===== src/rtl/spu_fetch.sv =====
// spu_fetch: SPU instruction fetch with a credit-limited instruction queue.
// Ports: clk/reset_n; local-store read (memread/adr/memdata, ls_busy);
//        redirect/redirect_pc; decode handshake (inst_valid/inst/inst_pc/inst_ready).
module spu_fetch #(
    parameter int               WIDTH    = 32,
    parameter int               DEPTH    = 4,
    parameter logic [WIDTH-1:0] RESET_PC = 32'h0000_0000
) (
    input  logic             clk,
    input  logic             reset_n,
    output logic             memread,
    output logic [WIDTH-1:0] adr,
    input  logic [WIDTH-1:0] memdata,
    input  logic             ls_busy,
    input  logic             redirect,
    input  logic [WIDTH-1:0] redirect_pc,
    output logic             inst_valid,
    output logic [WIDTH-1:0] inst,
    output logic [WIDTH-1:0] inst_pc,
    input  logic             inst_ready
);

    localparam int AW = $clog2(DEPTH);

    logic [WIDTH-1:0] fetch_pc;
    logic [WIDTH-1:0] inflight_pc;
    logic             inflight;

    logic [WIDTH-1:0] q_inst [DEPTH];
    logic [WIDTH-1:0] q_pc   [DEPTH];
    logic [AW-1:0]    rd_ptr;
    logic [AW-1:0]    wr_ptr;
    logic [AW:0]      count;

    logic [AW+1:0]    credit;
    logic             push;
    logic             pop;
    logic [WIDTH-1:0] pc_next;
    logic [WIDTH-1:0] redir_base;
    logic             unused_bits;

    // Slots already promised = queued entries plus the read in flight.
    assign credit = {1'b0, count} + {{(AW + 1){1'b0}}, inflight};

    assign memread = reset_n && !ls_busy && !redirect
                   && (credit < (AW + 2)'(DEPTH));
    assign adr     = fetch_pc;

    assign inst_valid = (count != '0);
    assign inst       = inst_valid ? q_inst[rd_ptr] : '0;
    assign inst_pc    = inst_valid ? q_pc[rd_ptr]   : '0;

    // Redirect kills both the returning word and the head pop.
    assign push = inflight && !redirect;
    assign pop  = inst_valid && inst_ready && !redirect;

    // Fetch PC wraps inside the 16 KB local store.
    always_comb begin
        pc_next             = '0;
        pc_next[13:0]       = fetch_pc[13:0] + 14'd4;
        redir_base          = '0;
        redir_base[13:2]    = redirect_pc[13:2];
    end

    assign unused_bits = ^{redirect_pc[WIDTH-1:14], redirect_pc[1:0]};

    always_ff @(posedge clk or negedge reset_n) begin
        if (!reset_n) begin
            fetch_pc    <= RESET_PC;
            inflight    <= 1'b0;
            inflight_pc <= '0;
            rd_ptr      <= '0;
            wr_ptr      <= '0;
            count       <= '0;
        end else if (redirect) begin
            fetch_pc    <= redir_base;
            inflight    <= 1'b0;
            rd_ptr      <= '0;
            wr_ptr      <= '0;
            count       <= '0;
        end else begin
            if (memread) begin
                fetch_pc    <= pc_next;
                inflight_pc <= fetch_pc;
                inflight    <= 1'b1;
            end else begin
                inflight    <= 1'b0;
            end
            if (push) wr_ptr <= wr_ptr + 1'b1;
            if (pop)  rd_ptr <= rd_ptr + 1'b1;
            unique case ({push, pop})
                2'b10:   count <= count + (AW + 1)'(1);
                2'b01:   count <= count - (AW + 1)'(1);
                default: count <= count;
            endcase
        end
    end

    // Queue storage needs no reset: reads are masked by count.
    always_ff @(posedge clk) begin
        if (push) begin
            q_inst[wr_ptr] <= memdata;
            q_pc[wr_ptr]   <= inflight_pc;
        end
    end

endmodule

===== config.mk =====
export PLATFORM = sky130hd
export DESIGN_NAME = spu_fetch
export DESIGN_NICKNAME = d
export VERILOG_FILES = /design/src/rtl/spu_fetch.sv
export SDC_FILE = /design/constraint.sdc
export NUM_CORES = 1
export LEC_CHECK = 0
export CAP_MARGIN = 20
export CORE_AREA = 2 2 172 174
export DETAILED_ROUTE_END_ITERATION = 10
export DIE_AREA = 0 0 174 176
export PLACE_DENSITY = 0.59
export SETUP_SLACK_MARGIN = 0.5
export SKIP_LAST_GASP = 1
export SYNTH_ARGS = -nofsm -noshare
export SYNTH_HDL_FRONTEND = slang
export SYNTH_SLANG_ARGS = --single-unit

===== constraint.sdc =====
create_clock -name clk -period 3 [get_ports clk]
set_input_delay 0.3 -clock clk [delete_from_list [all_inputs] [get_ports clk]]
set_output_delay 0.3 -clock clk [all_outputs]
set_load 0.01 [all_outputs]

==> impl_metrics.py <==
metrics = {
    "outcome": {
        "status": "finished clean",
    },
    "power_and_ir_drop": {
        "leakage_nw": 3.85,
        "seq_power_share": 0.426,
        "p_clk_frac": 0.310,
        "p_sw_w": 0.00213,
        "powerDensity_nw_per_um2": 747,
        "switching_share": 0.262,
        "p_int_w": 0.00599,
        "comb_power_share": 0.264,
        "ir_drop_uv": 343,
    },
    "die": {
        "num_io_pins": 167,
        "rows": 62,
        "start_util": 0.299,
        "dieArea_um2": 30600,
        "fp.dieW_um": 174,
        "die_h_um": 176,
        "coreArea_um2": 28500,
    },
    "sta": {
        "period_share": 0.820,
        "slew_headroom": 0.519,
        "rsz0062_at_grt": "true",
        "drv_slew": 0,
        "fin_worst_skew_ps": 16.8,
        "finalSetupViolations": 0,
        "setup_tns_ps": 0,
        "worstMarginPinSlew_ps": 715,
        "hold_viol_final": 0,
        "period_minus_slack_ps": 2460,
        "finalWorstSetupSlack_ps": 540,
        "fmax_mhz": 406,
    },
    "final_layout": {
        "n_antenna_cell": 0,
        "drive_above_1_share": 0.226,
        "area_growth_pct": 27.2,
        "finalNetCount": 701,
        "final_common_cell": "edfxtp_1",
        "nFillCells": 2674,
        "layout_common_cells": "edfxtp_1, clkdlybuf4s50_1, mux4_2",
        "stdcell_area_um2": 10900,
    },
    "synth": {
        "synth_xor_area_frac": 0.00513,
        "synthAdderAreaFrac": 0.00967,
        "synth_edf_count": 176,
        "synth_ff_type": "edfxtp_1",
        "ys_types": 40,
        "yosys_warnings": 0,
        "synth_mux_area_frac": 0.118,
        "ys_seq_elements": 208,
        "synth_top_family_by_area": "multiplexers",
        "syn-cell-area_um2": 8540,
        "synthArstFlopShare": 0.154,
        "syn_area_per_cell_um2": 17.4,
        "netlist_instances": 491,
        "ys_seq_area_frac": 0.712,
        "synth_compound_area_frac": 0.0249,
        "synth_simple_gate_area_frac": 0.0798,
    },
    "placed_design": {
        "place_hpwl_um": 11000,
        "io_buffers": 106,
        "place_area_um2": 10000,
        "pre_cts_ws_ps": 439,
        "gp_congestion": 0.739,
    },
    "route": {
        "vias_per_cell": 4.48,
        "wl_per_cell_um": 17.4,
        "vias": 4595,
        "drtPass1Iterations": 7,
        "drtAntennaViolNets": 0,
        "routed_wl_um": 17900,
        "drc_errors": 0,
        "drtIter0Drc": 331,
    },
    "global_route": {
        "globalRouteTotalUtil": 0.115,
        "grt_pass1_vias": 4913,
        "grt_pass1_wl_um": 27800,
        "overflow": 0,
        "grt_max_degree": 47,
        "antenna_found_initial": 0,
    },
    "critical_path": {
        "crit_path_max_fanout": 5,
        "criticalPathCategory": "reg -> out",
        "worstPathRequired_ps": 2700,
        "critPathArrivalTime_ps": 2160,
        "rrSetupSlack_ps": 750,
        "reg2reg_depth": 6,
        "r2r_start": "count[0]",
        "rr_endpoint": "count[2]",
        "start_kind": "flop",
        "critPathCaptureType": "output pin",
    },
    "clock_tree": {
        "postCtsHoldBufs": 0,
        "numCtsBuffers": 22,
        "clock_latency_ps": 500,
        "root_buffer": "clkbuf_16",
        "cts.sink_count": 208,
        "clkTransAtPathRegs_ps": 60,
        "cts_tree": "done",
        "clk_path_buf_depth": 3,
        "h-tree-depth": 1,
    },
    "job": {
        "maxCapViolCount": 0,
    },
    "min_path": {
        "min_path_type": "in -> async",
    },
}
routing by layer:
metal / wire length [µm] / global-route usage / share of wire
met1: 7660 / 0.148 / 0.43
met2: 8850 / 0.200 / 0.49
met3: 1140 / 0.0252 / 0.064
met4: 240 / 0.0294 / 0.013
met5: 0 / 0 / 0
worst max path at each step:
stage / cells after the start / slack, ps / to / from
2_1_floorplan: 3 / 840 / q_inst[0][0] / inflight
3_3_place_gp: 4 / 430 / inst[18] / rd_ptr[0]
3_5_place_dp: 4 / 440 / inst[18] / rd_ptr[0]
4_1_cts: 6 / 340 / inst[18] / rd_ptr[0]
5_1_grt: 6 / 480 / inst[27] / rd_ptr[0]
6_report: 6 / 540 / inst[27] / rd_ptr[0]
cell usage after synthesis, drive strengths merged, types with 3 or more instances:
cell      n  area, µm²
nor2      9       33.8
nand3     4       20.0
clkbuf   11       41.3
a221o     7       70.1
buf      51        360
mux4     44        991
nand2    40        150
and2     50        313
xnor2     3       26.3
nor4      5       31.3
nand4     3       18.8
nor3      8       40.0
o21ai    11       55.1
dfrtp    32        801
edfxtp  176       5290
inv       4       15.0
ha        5       62.6
and3      3       18.8
through the flow:
| step | hold WS (ps) | total power, W | utilization | cells |
|---|---|---|---|---|
| after floorplan | 4.41 | 0.00455 | - | 530 |
| after global placement | 497 | 0.00547 | 0.350 | 970 |
| after detailed placement | 519 | 0.00551 | 0.350 | 970 |
| after CTS | 247 | 0.00806 | 0.376 | 1024 |
| after global routing | 273 | 0.00853 | 0.381 | 1026 |
| final | 248 | 0.00812 | 0.381 | 1026 |
cell families after synthesis:
logic type / Yosys count
AO/OA/AOI/OAI: 28
XOR/XNOR: 5
adder cells (fa/ha/maj): 6
buffers and inverters: 67
flip-flops: 208
multiplexers: 46
other: 1
AND/OR/NAND/NOR: 130
cell type report:
cell class / instances / area, µm² / area share
Sequential cell: 208 / 6090 / 0.561
Multi-Input combinational cell: 255 / 2220 / 0.204
Timing Repair Buffer: 134 / 1390 / 0.128
Clock buffer: 31 / 606 / 0.0557
Tap cell: 384 / 480 / 0.0442
Clock inverter: 9 / 65.1 / 0.00599
Inverter: 5 / 18.8 / 0.00173
registers in the layout, indices dropped and copies added, names as in the netlist:
signal       cells
inflight_pc     12
wr_ptr           2
q_inst         128
rd_ptr           2
adr             12
inflight         1
count            3
q_pc            48
what timing repair did:
item                                    CTS  global route
pin swaps                                 0             0
cloned                                    2             2
endpoints found under the setup margin   46            36
setup buffers                            12             0
gates resized for setup                 125            38
power groups by stage:
stage	clock network (W)	registers, W	logic (W)
floorplan	0	0.00346	0.00110
global placement	0	0.00356	0.00190
detailed placement	0	0.00358	0.00193
CTS	0.00260	0.00346	0.00200
global route	0.00272	0.00348	0.00233
finish	0.00252	0.00346	0.00215
worst max-delay path, cell delays in order (launching register included):
cell and delay [ps]:
dfrtp_4 520, buf_6 140, buf_6 120, clkbuf_16 150, mux4_2 420, and2_1 170
buf_2 130
(Power assumes the default switching activity.)
